[src/rtl/mips_trace_uart_tx.sv]
// Trace transmitter: buffers retired MIPS instruction words in a FIFO and sends each one
// as a 6-byte 8N1 UART frame (A5, instr MSB..LSB, seq) to an off-chip debug host.
module mips_trace_uart_tx #(
  parameter int CLKS_PER_BIT = 868,
  parameter int DEPTH        = 16,
  parameter int FILTER_NOP   = 1
) (
  input  logic                     clk,
  input  logic                     rst,
  input  logic                     trace_valid,
  input  logic [31:0]              trace_instr,
  input  logic                     enable,
  input  logic                     clear_overflow,
  output logic                     tx,
  output logic                     busy,
  output logic [$clog2(DEPTH):0]   fifo_level,
  output logic                     overflow,
  output logic [15:0]              drop_count
);

  localparam int AW = $clog2(DEPTH);
  localparam int CW = $clog2(CLKS_PER_BIT);
  localparam logic [CW-1:0] BIT_LAST = CW'(CLKS_PER_BIT - 1);
  localparam logic [AW:0]   FULL_LVL = (AW + 1)'(DEPTH);

  typedef enum logic [1:0] {IDLE, START, DATA, STOP} state_t;

  state_t          state_q, state_d;
  logic [CW-1:0]   bit_cnt_q, bit_cnt_d;
  logic [2:0]      bit_idx_q, bit_idx_d;
  logic [2:0]      byte_idx_q, byte_idx_d;
  logic [39:0]     frame_q, frame_d;
  logic [AW-1:0]   wr_ptr_q, wr_ptr_d;
  logic [AW-1:0]   rd_ptr_q, rd_ptr_d;
  logic [AW:0]     count_q, count_d;
  logic [7:0]      seq_q, seq_d;
  logic            overflow_q, overflow_d;
  logic [15:0]     drop_cnt_q, drop_cnt_d;

  logic [39:0]     mem [DEPTH];

  logic            is_nop;
  logic            cap;
  logic            full;
  logic            pop;
  logic            push;
  logic            drop;
  logic            bit_last;
  logic [7:0]      cur_byte;

  // A full FIFO still accepts a capture when the FSM frees a slot in the same cycle.
  always_comb begin
    is_nop   = (FILTER_NOP != 0) && (trace_instr == 32'h0);
    cap      = trace_valid & enable & ~is_nop;
    full     = (count_q == FULL_LVL);
    pop      = (state_q == IDLE) && (count_q != '0);
    push     = cap & (~full | pop);
    drop     = cap & full & ~pop;
    bit_last = (bit_cnt_q == BIT_LAST);
  end

  always_comb begin
    case (byte_idx_q)
      3'd0:    cur_byte = 8'hA5;
      3'd1:    cur_byte = frame_q[31:24];
      3'd2:    cur_byte = frame_q[23:16];
      3'd3:    cur_byte = frame_q[15:8];
      3'd4:    cur_byte = frame_q[7:0];
      default: cur_byte = frame_q[39:32];
    endcase
  end

  always_ff @(posedge clk) begin
    if (push) begin
      mem[wr_ptr_q] <= {seq_q, trace_instr};
    end
  end

  always_ff @(posedge clk or posedge rst) begin
    if (rst) begin
      state_q    <= IDLE;
      bit_cnt_q  <= '0;
      bit_idx_q  <= '0;
      byte_idx_q <= '0;
      frame_q    <= '0;
      wr_ptr_q   <= '0;
      rd_ptr_q   <= '0;
      count_q    <= '0;
      seq_q      <= '0;
      overflow_q <= 1'b0;
      drop_cnt_q <= '0;
    end else begin
      state_q    <= state_d;
      bit_cnt_q  <= bit_cnt_d;
      bit_idx_q  <= bit_idx_d;
      byte_idx_q <= byte_idx_d;
      frame_q    <= frame_d;
      wr_ptr_q   <= wr_ptr_d;
      rd_ptr_q   <= rd_ptr_d;
      count_q    <= count_d;
      seq_q      <= seq_d;
      overflow_q <= overflow_d;
      drop_cnt_q <= drop_cnt_d;
    end
  end

  always_comb begin
    wr_ptr_d   = wr_ptr_q;
    rd_ptr_d   = rd_ptr_q;
    count_d    = count_q;
    seq_d      = seq_q;
    overflow_d = overflow_q;
    drop_cnt_d = drop_cnt_q;

    if (push) begin
      wr_ptr_d = wr_ptr_q + AW'(1);
      seq_d    = seq_q + 8'd1;
    end
    if (pop) begin
      rd_ptr_d = rd_ptr_q + AW'(1);
    end
    case ({push, pop})
      2'b10:   count_d = count_q + (AW + 1)'(1);
      2'b01:   count_d = count_q - (AW + 1)'(1);
      default: count_d = count_q;
    endcase

    // A drop in the same cycle as a clear leaves the flag set.
    if (drop) begin
      overflow_d = 1'b1;
      if (drop_cnt_q != 16'hFFFF) begin
        drop_cnt_d = drop_cnt_q + 16'd1;
      end
    end else if (clear_overflow) begin
      overflow_d = 1'b0;
    end
  end

  always_comb begin
    state_d    = state_q;
    bit_cnt_d  = bit_cnt_q;
    bit_idx_d  = bit_idx_q;
    byte_idx_d = byte_idx_q;
    frame_d    = frame_q;

    case (state_q)
      IDLE: begin
        bit_cnt_d = '0;
        if (pop) begin
          frame_d    = mem[rd_ptr_q];
          byte_idx_d = '0;
          state_d    = START;
        end
      end
      START: begin
        if (bit_last) begin
          bit_cnt_d = '0;
          bit_idx_d = '0;
          state_d   = DATA;
        end else begin
          bit_cnt_d = bit_cnt_q + CW'(1);
        end
      end
      DATA: begin
        if (bit_last) begin
          bit_cnt_d = '0;
          if (bit_idx_q == 3'd7) begin
            state_d = STOP;
          end else begin
            bit_idx_d = bit_idx_q + 3'd1;
          end
        end else begin
          bit_cnt_d = bit_cnt_q + CW'(1);
        end
      end
      STOP: begin
        if (bit_last) begin
          bit_cnt_d = '0;
          if (byte_idx_q < 3'd5) begin
            byte_idx_d = byte_idx_q + 3'd1;
            state_d    = START;
          end else begin
            state_d = IDLE;
          end
        end else begin
          bit_cnt_d = bit_cnt_q + CW'(1);
        end
      end
      default: state_d = IDLE;
    endcase
  end

  always_comb begin
    case (state_q)
      START:   tx = 1'b0;
      DATA:    tx = cur_byte[bit_idx_q];
      default: tx = 1'b1;
    endcase
    busy       = (state_q != IDLE);
    fifo_level = count_q;
    overflow   = overflow_q;
    drop_count = drop_cnt_q;
  end

endmodule

[config.mk]
export PLATFORM = sky130hd
export DESIGN_NAME = mips_trace_uart_tx
export DESIGN_NICKNAME = d
export VERILOG_FILES = /design/src/rtl/mips_trace_uart_tx.sv
export SDC_FILE = /design/constraint.sdc
export NUM_CORES = 1
export LEC_CHECK = 0
export ABC_CLOCK_PERIOD_IN_PS = 5700
export CAP_MARGIN = 30
export CORE_MARGIN = 2
export CORE_UTILIZATION = 40
export CTS_CLUSTER_SIZE = 30
export DETAILED_ROUTE_END_ITERATION = 8
export PLACE_DENSITY = 0.64
export SYNTH_ARGS = -nofsm -noshare
export SYNTH_HDL_FRONTEND = slang
export SYNTH_SLANG_ARGS = --single-unit
[constraint.sdc]
create_clock -name clk -period 5.7 [get_ports clk]
set_input_delay 0.57 -clock clk [delete_from_list [all_inputs] [get_ports clk]]
set_output_delay 0.57 -clock clk [all_outputs]
set_load 0.02 [all_outputs]
==> results of run 1 <==
power by group through the flow:
stage	registers, mW	logic [mW]	clock network, mW
floorplan	6.78	3.06	0
global placement	7.13	3.96	0
detailed placement	7.15	4.01	0
CTS	7.04	4.03	5.01
global route	7.09	4.32	5.20
finish	7.03	3.98	4.90
registers in the layout (all words and copies together), names as in the netlist:
name	count
bit_cnt_q	10
bit_idx_q	3
byte_idx_q	3
drop_count	16
fifo_level	5
frame_q	40
mem	640
overflow	1
rd_ptr_q	4
seq_q	8
state_q	2
wr_ptr_q	4
path summary, 6_finish.rpt:
check,from,end,cells past startpoint
min in group clk,bit_cnt_q[0],bit_cnt_q[0],1
min reg2reg,bit_cnt_q[0],bit_cnt_q[0],1
min,rst,bit_idx_q[2],2
max reg2reg,state_q[0],mem[7][0],7
max,byte_idx_q[2],tx,8
max in group asynchronous,rst,rd_ptr_q[0],3
logic make-up (layout without fill, tap and decap cells):
| family | count (synthesis) | count (layout) | share of synthesized area (%) |
|---|---|---|---|
| AO/OA/AOI/OAI | 182 | 182 | 4.26 |
| buffers and inverters | 97 | 264 | 1.66 |
| multiplexers | 216 | 216 | 14.1 |
| flip-flops | 736 | 736 | 73.9 |
| XOR/XNOR | 39 | 39 | 1.17 |
| AND/OR/NAND/NOR | 227 | 227 | 3.97 |
| adder cells (fa/ha/maj) | 23 | 23 | 1.01 |
| other | 0 | 1 | 0 |
synthesized netlist by cell type, drive strengths merged (27+ instances only):
master	n	area share, %
xnor2	35	1.0
o21ai	42	0.77
mux2i	32	1.1
edfxtp	640	66
dfrtp	96	8.2
and3	30	0.64
o22ai	27	0.58
mux2	32	1.2
nand2b	28	0.60
buf	42	0.94
nand2	92	1.2
mux4	152	12
clkbuf	41	0.54
critical path, stage by stage, from the launching register on:
cell and delay (ns):
dfrtp_1 0.63, inv_1 0.12, ha_1 0.34, nor2_1 0.16
o21ai_2 0.14, mux2i_1 0.18, mux4_2 0.48, o22ai_1 0.21
clkdlybuf4s50_1 0.72
stage by stage:
stage | area (sq um) | setup slack, ns | hold slack (ns) | power [mW]
3_3_place_gp | 31000 | 1.29 | 0.467 | 11.1
3_5_place_dp | 31100 | 1.23 | 0.472 | 11.2
2_1_floorplan | 29300 | 0.883 | 0.440 | 9.84
6_report | 33700 | 1.48 | 0.471 | 15.9
4_1_cts | 33600 | 1.45 | 0.487 | 16.1
5_1_grt | 33700 | 1.36 | 0.517 | 16.6
metal layers:
layer	vias to the layer above	track usage (%)
met5	-	0
met4	4	4.61
met3	84	3.42
met2	559	28.9
met1	7940	25.1
li1	6375	-
final cells by class:
type	instances	share of cell area [%]
inverter	14	0.164
multi-input combinational	687	21.4
timing repair buffer	106	3.26
clock inverter	27	1.01
sequential	736	64.3
tap	959	3.56
clock buffer	117	6.38
antenna	1	0.00743
==> metrics.csv, run 1 <==
metric,value,unit
status,"complete, no violations",
syn-cell-area,29300,sq um
cts_tree,done,
slew_violations,0,
wl_met3,4.91,mm
synthArstFlopShare,13.0,%
synth.avg_cell_area,19.3,sq um
firstDrtPassIters,5,
drive_above_1_share,21.3,%
ys.flop_type,edfxtp_1,
path_class,reg2out,
path_max_fanout,14,
tightest_slew,1.10,ns
pwr-share-seq,44.2,%
final_net_count,1682,
cp.arrival,3.65,ns
cts_resized,0,
synth_enable_flop_cells,640,
tns,0,ns
grt_setup_unrepaired,false,
port_buffers,60,
drtIter0Drc,1612,
layout_commonest_cell,edfxtp_1,
cts-buffers-inserted,77,
num_rows,99,
hold_buffers,0,
drc,0,
design.core.area,72700,sq um
p_int,11.1,mW
place_inst,2499,
synth-seq-area-share,73.9,%
synth_seq_cells,736,
pwr-share-comb,25.0,%
grt_max_degree,164,
yosys_warnings,0,
max_slew_margin,26.5,%
synth_cell_type_count,58,
syn-num-nets,1580,
die_area,75400,sq um
max-cap-violations,0,
vias,15000,
wl_per_cell,25.1,microns
viasPerCell,5.65,
cts.clk_slew.worst_paths,0.06,ns
layout_common_cells,"edfxtp_1, mux4_2, nand2_1, dfrtp_1, clkbuf_16",
syn_inst,1520,
fillers,5998,
floorplan.initialDensity,40.3,%
cts-root-buf,clkbuf_16,
wl_met1,28.2,mm
ant_nets,0,
min_period,4.22,ns
hold_viol,0,
htreeDepth,3,
seqCellArea,21600,sq um
gp_congestion,0.799,
power_density,473,nW/um^2
max_freq,237,MHz
p_switching,4.79,mW
finalSetupViolCount,0,
track_usage,17.9,%
fin_crit_sh,74.0,%
totalWireLength,66.5,mm
grt_pass1_vias,15400,
grt_pass1_wl,99.9,mm
clock_sinks,736,
io_pins,61,
area_growth,15.0,%
clock_skew,0.0399,ns
topRoutingLayerUsed,met5,
post_cts_buffers,0,
hold_path.class,in2async,
p_leak,11.2,nW
instances_no_fill,2647,
fin_util,46.3,%
die_h,275,microns
antenna_found_initial,3,
startpoint_type,flop,
worst-r2r-setup-slack,2.12,ns
grt_overflow,0,
multi_input_area,7190,sq um
worstSkewPairLatency,0.64,ns
endpoint_kind,primary output,
vdd_ir_drop_max,0.442,mV
hpwlAfterDp,38.3,mm
worst_ep_required_time,5.13,ns
route.met2.wl,32.2,mm
clockBufferDepth,3,
clkPwrFrac,30.8,%
die_x,275,microns
switching_share,30.1,%
No activity file was read; power rests on OpenSTA's default activity.
==> inputs of run 2 (changes only) <==
Settings changed: ABC_CLOCK_PERIOD_IN_PS 5700 to 3950.
Clock period 5.7 ns to 3.95 ns, I/O delays scaled along.
==> run 2 against run 1 <==
Net effect:
- clock power grew 39%
- critical path depth unchanged
- combinational power up 49%
- sequential power grew 44%
==> metrics.csv, run 2 (synthesis results as in run 1) <==
metric,value,unit
hold_viol,0,
hold_path.class,in2async,
drc,0,
crit_chain,inv_1 -> ha_1 -> nor2_1 -> o21ai_2 -> mux2i_1 -> mux4_2 -> o22ai_1 -> dlygate4sd2_1,
port_buffers,60,
use_met3,3.28,%
r2r_start,state_q[0],
max-cap-violations,0,
slew_violations,0,
cts-buffers-inserted,76,
min_period,3.67,ns
startpoint_type,flop,
largest_register,mem,
io_pins,61,
cts_resized,1,
firstDrtPassIters,5,
finalPower,22.8,mW
vias,15200,
htreeDepth,3,
vdd_ir_drop_max,0.333,mV
worst_path_max_delay_cell,mux4_2,
r2r_cells,8,
max_slew_margin,35.3,%
hpwlAfterDp,38.5,mm
path_max_fanout,9,
cts.clk_slew.worst_paths,0.06,ns
cts_tree,done,
totalWireLength,68.7,mm
endpoint_kind,primary output,
critPathMaxStageDelay,0.49,ns
clock_sinks,736,
clock_skew,0.0317,ns
largest_reg_flops,640,
cp.arrival,3.28,ns
grt_most_used_layer,met2,
worst_ep_required_time,3.56,ns
cts-root-buf,clkbuf_16,
grt_overflow,0,
status,"complete, no violations",
floorplan.initialDensity,40.3,%
layout_common_cells,"edfxtp_1, mux4_2, nand2_1, dfrtp_1, clkbuf_16",
grt_pass1_wl,102,mm
r2r_end,mem[3][5],
path_class,reg2out,
design.core.area,72700,sq um
drtIter0Drc,1505,
clockBufferDepth,3,
grt_max_degree,69,
worstSkewPairLatency,0.63,ns
area_growth,16.6,%
diodes,0,
grt_setup_unrepaired,false,
hold_buffers,0,
die_area,75400,sq um
tightest_slew,0.971,ns
post_cts_buffers,0,
met1_usage,26.2,%
max_freq,272,MHz
die_x,275,microns
worst-r2r-setup-slack,1.02,ns
viasPerCell,5.64,
finalSetupViolCount,0,
antenna_found_initial,0,
grt_pass1_vias,15400,
tns,0,ns
p_leak,11.4,nW
gp_congestion,0.805,
num_rows,99,
layout_commonest_cell,edfxtp_1,
wl_per_cell,25.5,microns
met2_usage,29.3,%
track_usage,18.5,%
ant_nets,0,
die_h,275,microns
fin_crit_sh,92.9,%
final_net_count,1731,
fin_util,46.9,%
drive_above_1_share,23.7,%
power_density,669,nW/um^2
-- run 2: how the worst max path moves through the flow --
| stage | start | slack (ns) | to | depth (start not counted) |
|---|---|---|---|---|
| 6_report | byte_idx_q[0] | 0.28 | tx | 8 |
| 3_3_place_gp | trace_instr[25] | 0.40 | fifo_level[3] | 12 |
| 3_5_place_dp | trace_instr[25] | 0.43 | fifo_level[4] | 13 |
| 2_1_floorplan | state_q[0] | 0.36 | mem[3][0] | 9 |
| 4_1_cts | byte_idx_q[0] | 0.28 | tx | 8 |
| 5_1_grt | byte_idx_q[0] | 0.08 | tx | 8 |
-- run 2: routing by layer --
metal  wire [microns]  up-vias
li1                 -     6485
met1            29500     8036
met4             1660        0
met3             4440      103
met2            33100      566
met5                0        -
-- run 2: report_power, final --
part	leakage (nW)	switching, mW	internal [mW]
Clock	1.15	2.91	3.88
Sequential	6.99	0.786	9.29
Combinational	3.27	3.12	2.83
-- run 2: worst max-delay path: cells and delay by family (launching register included) --
kind	cells	cell delay [ns]
AND/OR/NAND/NOR	1	0.11
flip-flops	1	0.41
multiplexers	2	0.62
AO/OA/AOI/OAI	2	0.65
buffers and inverters	2	0.52
adder cells (fa/ha/maj)	1	0.36
-- run 2: layout make-up --
class                      instances  area, sq um
sequential                       736        21600
multi-input combinational        687         7200
clock buffer                      99         2020
inverter                          14         55.1
fill                            5904        38600
tap                              959         1200
timing repair buffer             156         1700
clock inverter                    40          328
-- run 2: through the flow --
stage | instances | setup slack, ns | hold WS [ns] | area, sq um
after CTS | 2690 | 0.282 | 0.372 | 34100
after floorplan | 1520 | 0.360 | 0.440 | 29300
final | 2691 | 0.279 | 0.208 | 34100
after global placement | 2550 | 0.404 | 0.454 | 31700
after global routing | 2691 | 0.0792 | 0.209 | 34100
after detailed placement | 2551 | 0.425 | 0.466 | 31800
